**config.mk**
```make
export PLATFORM = sky130hd
export DESIGN_NAME = sbn_engine_flat
export DESIGN_NICKNAME = d
export VERILOG_FILES = /design/src/rtl/sbn_engine_if.sv /design/src/rtl/sbn_engine.sv /design/src/flat_wrapper.sv
export SDC_FILE = /design/constraint.sdc
export NUM_CORES = 2
export LEC_CHECK = 0
export CORE_MARGIN = 2
export CORE_UTILIZATION = 45
export CTS_CLUSTER_DIAMETER = 50
export DETAILED_ROUTE_END_ITERATION = 10
export HOLD_SLACK_MARGIN = 0.15
export PLACE_DENSITY_LB_ADDON = 0.12
export SETUP_SLACK_MARGIN = 0.5
export SYNTH_ARGS = -nofsm -noshare
export SYNTH_HDL_FRONTEND = slang
export SYNTH_SLANG_ARGS = --single-unit
```
**constraint.sdc**
```tcl
create_clock -name clk -period 11.4 [get_ports clk]
set_clock_uncertainty 0.15 [all_clocks]
set_input_delay 2.85 -clock clk [delete_from_list [all_inputs] [get_ports clk]]
set_output_delay 2.85 -clock clk [all_outputs]
set_load 0.01 [all_outputs]
```
**src/rtl/sbn_engine_if.sv**
```systemverilog
// Host-side bundle for sbn_engine: run control, program/register load ports and status.
// The master drives control and load ports; the slave (engine) drives status.
interface sbn_engine_if #(
  parameter int DATA_WIDTH = 16,
  parameter int NUM_REGS   = 32,
  parameter int IMEM_DEPTH = 32,
  parameter int CNT_WIDTH  = 16
);
  localparam int AW = $clog2(IMEM_DEPTH);
  localparam int RW = $clog2(NUM_REGS);

  logic                  start;
  logic                  abort;
  logic                  step_mode;
  logic                  step;
  logic [CNT_WIDTH-1:0]  step_limit;
  logic                  imem_we;
  logic [AW-1:0]         imem_addr;
  logic [31:0]           imem_wdata;
  logic                  reg_we;
  logic [RW-1:0]         reg_addr;
  logic [DATA_WIDTH-1:0] reg_wdata;
  logic [DATA_WIDTH-1:0] reg_rdata;
  logic                  busy;
  logic                  done;
  logic [1:0]            halt_reason;
  logic [AW-1:0]         ip;
  logic [CNT_WIDTH-1:0]  instr_count;

  modport master (
    output start, abort, step_mode, step, step_limit,
    output imem_we, imem_addr, imem_wdata, reg_we, reg_addr, reg_wdata,
    input  reg_rdata, busy, done, halt_reason, ip, instr_count
  );

  modport slave (
    input  start, abort, step_mode, step, step_limit,
    input  imem_we, imem_addr, imem_wdata, reg_we, reg_addr, reg_wdata,
    output reg_rdata, busy, done, halt_reason, ip, instr_count
  );
endinterface

```
**src/rtl/sbn_engine.sv**
```systemverilog
// Subtract-and-branch-if-negative core with private IMEM and register file,
// start/done run control, single-step mode and a step-limit watchdog.
module sbn_engine #(
  parameter int DATA_WIDTH = 16,
  parameter int NUM_REGS   = 32,
  parameter int IMEM_DEPTH = 32,
  parameter int CNT_WIDTH  = 16
) (
  input logic        clk,
  input logic        reset,
  sbn_engine_if.slave bus
);
  localparam int AW = $clog2(IMEM_DEPTH);
  localparam int RW = $clog2(NUM_REGS);

  typedef enum logic [1:0] {
    S_IDLE,
    S_RUN,
    S_DONE
  } state_t;

  state_t                state_reg;
  logic                  busy_reg;
  logic                  done_reg;
  logic [1:0]            reason_reg;
  logic [AW-1:0]         ip_reg;
  logic [CNT_WIDTH-1:0]  count_reg;

  logic [31:0]           imem [IMEM_DEPTH];
  logic [DATA_WIDTH-1:0] rf [NUM_REGS];

  logic                  host_ok;
  logic                  host_wr;
  logic [31:0]           instr;
  logic                  is_halt;
  logic [RW-1:0]         sub_sel;
  logic [RW-1:0]         min_sel;
  logic [RW-1:0]         dest_sel;
  logic [DATA_WIDTH-1:0] sub_val;
  logic [DATA_WIDTH-1:0] min_val;
  logic [DATA_WIDTH-1:0] diff;
  logic [AW-1:0]         ip_next;
  logic                  exec;
  logic                  ex_wr;
  logic [CNT_WIDTH-1:0]  count_next;
  logic                  limit_hit;

  assign host_ok = (state_reg != S_RUN);
  assign host_wr = bus.reg_we && host_ok;

  // IMEM is deliberately left out of reset so a loaded program survives it.
  always_ff @(posedge clk) begin
    if (bus.imem_we && host_ok) begin
      imem[bus.imem_addr] <= bus.imem_wdata;
    end
  end

  assign instr    = imem[ip_reg];
  assign is_halt  = (instr == 32'd0);
  assign sub_sel  = instr[RW-1:0];
  assign min_sel  = instr[8 +: RW];
  assign dest_sel = instr[16 +: RW];

  assign sub_val = instr[24] ? DATA_WIDTH'($signed(instr[7:0]))  : rf[sub_sel];
  assign min_val = instr[25] ? DATA_WIDTH'($signed(instr[15:8])) : rf[min_sel];
  assign diff    = min_val - sub_val;

  // Truncating the sign-extended offset to AW bits gives the modulo-depth wrap.
  assign ip_next = diff[DATA_WIDTH-1] ? ip_reg + AW'($signed(instr[31:28]))
                                      : ip_reg + AW'(1);

  assign exec  = (state_reg == S_RUN) && !bus.abort && (!bus.step_mode || bus.step);
  assign ex_wr = exec && !is_halt && (dest_sel != '0);

  assign count_next = (count_reg == '1) ? count_reg : count_reg + CNT_WIDTH'(1);
  assign limit_hit  = (bus.step_limit != '0) && (count_next == bus.step_limit);

  // R0 has no storage; every other register is its own resettable flop word.
  assign rf[0] = '0;
  generate
    for (genvar gi = 1; gi < NUM_REGS; gi++) begin : g_rf
      logic [DATA_WIDTH-1:0] q_reg;
      always_ff @(posedge clk) begin
        if (reset) begin
          q_reg <= '0;
        end else if (host_wr && (bus.reg_addr == RW'(gi))) begin
          q_reg <= bus.reg_wdata;
        end else if (ex_wr && (dest_sel == RW'(gi))) begin
          q_reg <= diff;
        end
      end
      assign rf[gi] = q_reg;
    end
  endgenerate

  always_ff @(posedge clk) begin
    if (reset) begin
      state_reg  <= S_IDLE;
      busy_reg   <= 1'b0;
      done_reg   <= 1'b0;
      reason_reg <= 2'd0;
      ip_reg     <= '0;
      count_reg  <= '0;
    end else begin
      case (state_reg)
        S_IDLE, S_DONE: begin
          if (bus.start) begin
            state_reg  <= S_RUN;
            busy_reg   <= 1'b1;
            done_reg   <= 1'b0;
            reason_reg <= 2'd0;
            ip_reg     <= '0;
            count_reg  <= '0;
          end
        end
        S_RUN: begin
          if (bus.abort) begin
            state_reg  <= S_DONE;
            busy_reg   <= 1'b0;
            done_reg   <= 1'b1;
            reason_reg <= 2'd3;
          end else if (exec) begin
            count_reg <= count_next;
            // A halt outranks the step limit when both land on the same execute.
            if (is_halt) begin
              state_reg  <= S_DONE;
              busy_reg   <= 1'b0;
              done_reg   <= 1'b1;
              reason_reg <= 2'd1;
            end else begin
              ip_reg <= ip_next;
              if (limit_hit) begin
                state_reg  <= S_DONE;
                busy_reg   <= 1'b0;
                done_reg   <= 1'b1;
                reason_reg <= 2'd2;
              end
            end
          end
        end
        default: begin
          state_reg <= S_IDLE;
          busy_reg  <= 1'b0;
        end
      endcase
    end
  end

  assign bus.reg_rdata   = rf[bus.reg_addr];
  assign bus.busy        = busy_reg;
  assign bus.done        = done_reg;
  assign bus.halt_reason = reason_reg;
  assign bus.ip          = ip_reg;
  assign bus.instr_count = count_reg;
endmodule

```
**src/flat_wrapper.sv**
```systemverilog
// flat-port wrapper written by rule: the top's interface ports become plain ports
module sbn_engine_flat 
#(
  parameter int DATA_WIDTH = 16,
  parameter int NUM_REGS   = 32,
  parameter int IMEM_DEPTH = 32,
  parameter int CNT_WIDTH  = 16
)
  (clk, reset, bus_start, bus_abort, bus_step_mode, bus_step, bus_step_limit, bus_imem_we, bus_imem_addr, bus_imem_wdata, bus_reg_we, bus_reg_addr, bus_reg_wdata, bus_reg_rdata, bus_busy, bus_done, bus_halt_reason, bus_ip, bus_instr_count);
  sbn_engine_if #(.DATA_WIDTH(DATA_WIDTH), .NUM_REGS(NUM_REGS), .IMEM_DEPTH(IMEM_DEPTH), .CNT_WIDTH(CNT_WIDTH)) bus_i ();
  input logic clk;
  input logic reset;
  input wire logic [$bits(bus_i.start)-1:0] bus_start;
  input wire logic [$bits(bus_i.abort)-1:0] bus_abort;
  input wire logic [$bits(bus_i.step_mode)-1:0] bus_step_mode;
  input wire logic [$bits(bus_i.step)-1:0] bus_step;
  input wire logic [$bits(bus_i.step_limit)-1:0] bus_step_limit;
  input wire logic [$bits(bus_i.imem_we)-1:0] bus_imem_we;
  input wire logic [$bits(bus_i.imem_addr)-1:0] bus_imem_addr;
  input wire logic [$bits(bus_i.imem_wdata)-1:0] bus_imem_wdata;
  input wire logic [$bits(bus_i.reg_we)-1:0] bus_reg_we;
  input wire logic [$bits(bus_i.reg_addr)-1:0] bus_reg_addr;
  input wire logic [$bits(bus_i.reg_wdata)-1:0] bus_reg_wdata;
  output wire logic [$bits(bus_i.reg_rdata)-1:0] bus_reg_rdata;
  output wire logic [$bits(bus_i.busy)-1:0] bus_busy;
  output wire logic [$bits(bus_i.done)-1:0] bus_done;
  output wire logic [$bits(bus_i.halt_reason)-1:0] bus_halt_reason;
  output wire logic [$bits(bus_i.ip)-1:0] bus_ip;
  output wire logic [$bits(bus_i.instr_count)-1:0] bus_instr_count;
  assign bus_i.start = bus_start;
  assign bus_i.abort = bus_abort;
  assign bus_i.step_mode = bus_step_mode;
  assign bus_i.step = bus_step;
  assign bus_i.step_limit = bus_step_limit;
  assign bus_i.imem_we = bus_imem_we;
  assign bus_i.imem_addr = bus_imem_addr;
  assign bus_i.imem_wdata = bus_imem_wdata;
  assign bus_i.reg_we = bus_reg_we;
  assign bus_i.reg_addr = bus_reg_addr;
  assign bus_i.reg_wdata = bus_reg_wdata;
  assign bus_reg_rdata = bus_i.reg_rdata;
  assign bus_busy = bus_i.busy;
  assign bus_done = bus_i.done;
  assign bus_halt_reason = bus_i.halt_reason;
  assign bus_ip = bus_i.ip;
  assign bus_instr_count = bus_i.instr_count;
  sbn_engine #(.DATA_WIDTH(DATA_WIDTH), .NUM_REGS(NUM_REGS), .IMEM_DEPTH(IMEM_DEPTH), .CNT_WIDTH(CNT_WIDTH)) u_core (.clk(clk), .reset(reset), .bus(bus_i));
endmodule
```
Yosys cells after proc, flatten, opt, wreduce, memory -nomap -nowiden

Memory sizes are Yosys's and may differ from the RTL's. A register that Yosys moved wholly into a read port is not among the register bits.
Index checks and enable logic that the tools add are counted.

Input bits: 82
Flip-flop bits (word level): 523
Output and inout bits: 41
Memories: 1
Latch bits: 0
Memory bits (read-only): 0
RAM bits: 1024
Word-level logic and storage cells: 346

Memory list:

| memory      | words | width | rd ports | clocked after Yosys merged registers in | wr ports | RTL line         | RTL |
|---|---|---|---|---|---|---|---|
| u_core.imem | 32    | 32    | 1        | 1                                       | 1        | sbn_engine.sv:29 | `logic [31:0] imem [IMEM_DEPTH];` |

Bitwise gates (word level): 3
Reductions and logical operators: 114
Shifts and indexed selects: 0
Add/subtract/negate cells: 4
Order comparisons: 3
Eq/ne operators: 73
Divide/modulo/power cells: 0
$mul: 0
Muxes and demuxes: 111

Operator list:

| operator                                                 | number |
|---|---|
| two-way mux 16 bit                                       | 74 |
| binary-select mux 16 bit (select 5 bit)                  | 3 |
| == test 5 bit, second input constant                     | 32 |
| == test 5 x 4 -> 1 bit, second input constant            | 16 |
| logical AND 1 bit                                        | 69 |
| nonzero test 2 bit                                       | 32 |
| == test 5 x 3 -> 1 bit, second input constant            | 8 |
| two-way mux 5 bit                                        | 7 |
| logical NOT 32 bit                                       | 1 |
| one-hot mux 16 bit (2 select lines)                      | 1 |
| == test 5 x 2 -> 1 bit, second input constant            | 4 |
| greater-or-equal comparator 6 bit, second input constant | 3 |
| two-way mux 2 bit                                        | 9 |
| NOT 5 -> 6 bit                                           | 3 |
| adder 16 x 1 -> 16 bit, second input constant            | 1 |
| == test 16 bit                                           | 1 |
| == test 16 bit, second input constant                    | 1 |
| nonzero test 16 bit                                      | 1 |
| subtractor 16 bit                                        | 1 |
| two-way mux 1 bit                                        | 12 |
| == test 5 x 1 -> 1 bit, second input constant            | 2 |
| one-hot mux 5 bit (2 select lines)                       | 1 |
| one-hot mux 2 bit (2 select lines)                       | 2 |
| AND reduction 4 bit                                      | 2 |
| other kinds (16)                                         | 22 |

Longest topological paths before layout

Depth in word-level cells: 13
Gate-level depth with buffers: 43
Depth with buffers taken out: 34

Worst setup path before layout

No wires, ideal clock.

Path kind: input-to-output
Start: input port bus_reg_addr[0]
End: output port bus_reg_rdata[5]
Arrival time: 5.134 ns
Slack: 3.266 ns
Data required time: 8.400 ns
Buffers on the path: 4
Cell stages on the path: 7
Path through: clkbuf_1 -> clkbuf_1 -> clkbuf_1 -> clkbuf_1 -> mux4_2 -> mux4_2 -> mux2_2

Longest elaborated chain between the ends: 4

RTL lines:

| what                                                  | RTL line           | RTL |
|---|---|---|
| start: declaration                                    | flat_wrapper.sv:22 | `input wire logic [$bits(bus_i.reg_addr)-1:0] bus_reg_addr;` |
| NOT 5 -> 6 bit (not written as such)                  | sbn_engine.sv:149  | `assign bus.reg_rdata = rf[bus.reg_addr];` |
| binary-select mux 16 bit (select 5 bit)               | sbn_engine.sv:149  |  |
| two-way mux 16 bit (not written as such) (2 in a row) | sbn_engine.sv:149  |  |
| end: declaration                                      | flat_wrapper.sv:24 | `output wire logic [$bits(bus_i.reg_rdata)-1:0] bus_reg_rdata;` |

Every way passes these cells. The select of a mux whose other input is x is not followed.

==> metrics.txt <==
status completed; Yosys cell types a little over 80; post-synthesis simple-gate area fraction between 10% and 20%; CP max FO 68; filler cell count ~14000; Leakage approximately 0.027 µW; actual slew at the worst max-slew pin 1.47 ns; Initial Util between 40% and 50%; largest family of logic cells by synthesized area multiplexers; clk_lat worst skew about 0.87 ns; initial antenna violation count 16; area of the multi-input gates 31900 µm²; final setup margin around 1.5 ns; nets about 6600; # DRC 0; Critical Path AT about 10 ns; Routed Antenna Nets 0; met3 global-route usage approximately 8.3%; Achievable Freq between 0.1 and 0.15 GHz; vias in the first global route between 50000 and 60000; Final setup viols 0; unrepaired setup endpoints after global routing no; DP HPWL roughly 180 mm; largest net degree at the start of global routing between 150 and 200; fin. max-slew vios 0; FF+latch area ~41000 µm²; clk buf depth 3; crit path kind flop to flop; Ys Warns 0; Synth Area in Compound Gates about an eighth; VDD IR max about 0.00018 V; CP endpoint kind flop; Synth Flop Type edfxtp_1; relative slew slack ~1.8%; Num CTS Buffers about 180; area delta synth->final 13.4%; CTS tree built; async set-reset flop share out of synthesis 0%; max-cap violation count 0; startpoint of the worst hold path u_core.bus.done; Root Buffer clkbuf_16; via count around 60000; delay of the slowest critical-path stage around 0.97 ns; Die Width about 410 µm; Avg WL per Cell 33.5 µm; clock sink count roughly 1600; GPL Wtd Cong 0.981; CP max-delay cell dfxtp_4; hold endpoint u_core.bus.done; power per cell area 169 nW/µm²; Top-Level Pins between 100 and 150; Yosys reg bits approximately 1600; Placed Area ~79000 µm²; CORE AREA between 150000 and 200000 µm²; xor/xnor share of the synthesized area less than 1%; Hold Vio Cnt, Final 0; Global Route met1 Usage around 44%; Post-Syn Nets approximately 6600; number of flip-flops in the largest register between 1000 and 1500; cells on worst reg2reg path 33; die height about 410 µm; synthesized area between 70000 and 80000 µm²; min-delay worst type flop to flop; post-synthesis mux area share approximately 15%; M2 GR Usage between 50% and 60%; total track usage 34.3%; setup bufs post-CTS 0; Die Footprint between 150000 and 200000 µm²; Inst Count DP about 8500; adder-cell share of the synthesized area less than 1%; internal reg-to-reg setup slack between 1.5 and 2 ns; Syn Area/Cell roughly 12 µm²; post-synthesis cell count roughly 6500; vias per cell ~6.8; Tmin final just under 10 ns; CTS H-tree lvls 4; post-route cell area roughly 85000 µm²; CTS Hold Buffers Added 0; routed wire length roughly 300 mm; share of layout cells above drive strength 1 16.1%; post-route setup TNS 0 ns; pre-CTS setup slack around 1.9 ns; Rows 150; Congestion Overflow GR 0; crit path launch type flop; Post-synth EDFFs 1024; Port Buffers 122; Crit path required time approximately 12 ns; Iter 0 DRT Violations between 8000 and 9000; Clock transition at path regs 0.06 ns; worst hold path stage count 2; final period utilization between 80% and 90%; GRT busiest layer met2; non-filler cells, final roughly 8800; TritonRoute pass-1 iters 9; # resized after CTS 0; first-pass GRT wire length 419 mm; Seq/Total Area, Yosys roughly 55%
## critical path, delay by kind of cell, from the launching register on
kind            cells  cell delay (ns)
compound gates     16             4.51
buf+inv             2             0.71
simple gates       10             2.31
mux                 2             0.33
fa+ha+maj           2             0.54
flops               1             0.97
xor+xnor            1             0.15
## worst max-delay path by stage
stage | start | end | slack (ns) | cells after the start
after floorplan | bus_reg_addr[0] | bus_reg_rdata[5] | 3.27 | 7
after global placement | flop | flop | 1.84 | 33
after detailed placement | flop | flop | 1.87 | 33
after CTS | flop | flop | 1.83 | 33
after global routing | flop | flop | 1.19 | 31
final | flop | flop | 1.50 | 33
## routing by layer
metal,vias up,part of all wire (%)
met5,-,0.052
met4,24,6.5
met3,951,11
met2,3943,45
met1,30000,38
li1,24900,-
## Yosys cell counts (59+ instances only)
library cell	number	area (µm²)
a22oi_1	260	1950
a21oi_1	354	1770
a311oi_1	69	604
dfxtp_1	528	10600
nor3_1	68	340
buf_1	67	251
nor2_1	810	3040
a211oi_1	84	631
edfxtp_1	1024	30700
a2111oi_0	263	2300
clkbuf_1	370	1390
mux2i_1	205	2050
buf_2	98	490
o21ai_0	59	295
mux2_2	67	754
a31oi_1	93	582
and3_1	92	576
nand2_1	909	3410
mux4_2	377	8490
nand3_1	193	966
## logic make-up (layout without fill, tap and decap cells)
| family | count (synthesis) | count (layout) |
|---|---|---|
| other | 0 | 4 |
| buffers and inverters | 589 | 719 |
| xor gates and xnor gates | 43 | 43 |
| adders and majority gates | 23 | 23 |
| muxes | 652 | 652 |
| AOI/OAI and AO/OA | 1406 | 1406 |
| DFF | 1552 | 1552 |
| and+or+nand+nor | 2237 | 2237 |
## final cells by class
cell class / count / area share, %
Sequential cell: 1552 / 48.5
Inverter: 23 / 0.104
Multi-Input combinational cell: 4361 / 37.4
Tap cell: 2204 / 3.23
Clock inverter: 118 / 1.54
Antenna cell: 4 / 0.0117
Timing Repair Buffer: 358 / 3.66
Clock buffer: 220 / 5.59
## placed cells by master (no fill, tap or decap), types with 202 or more instances in the layout
master,n
buf_4,227
nand2_1,909
a2111oi_0,263
nor2_1,773
dfxtp_1,523
mux2i_1,202
mux4_2,377
a21oi_1,353
a22oi_1,260
edfxtp_1,1024
## per-stage QoR
step | hold slack [ns] | power [µW] | utilization (%)
after floorplan | 0.295 | 7440 | -
after global placement | 0.295 | 8560 | 47.6
after detailed placement | 0.296 | 8570 | 47.6
after CTS | 0.304 | 14400 | 51.2
after global routing | 0.339 | 14800 | 51.2
final | 0.305 | 14400 | 51.2
## power breakdown
part / leakage, µW / total, µW / switching, µW / internal [µW]
sequential: 0.0135 / 6090 / 48.9 / 6040
combinational: 0.0101 / 2460 / 1870 / 596
clock: 0.00293 / 5890 / 2500 / 3390
Power figures use the tool's default switching activity.
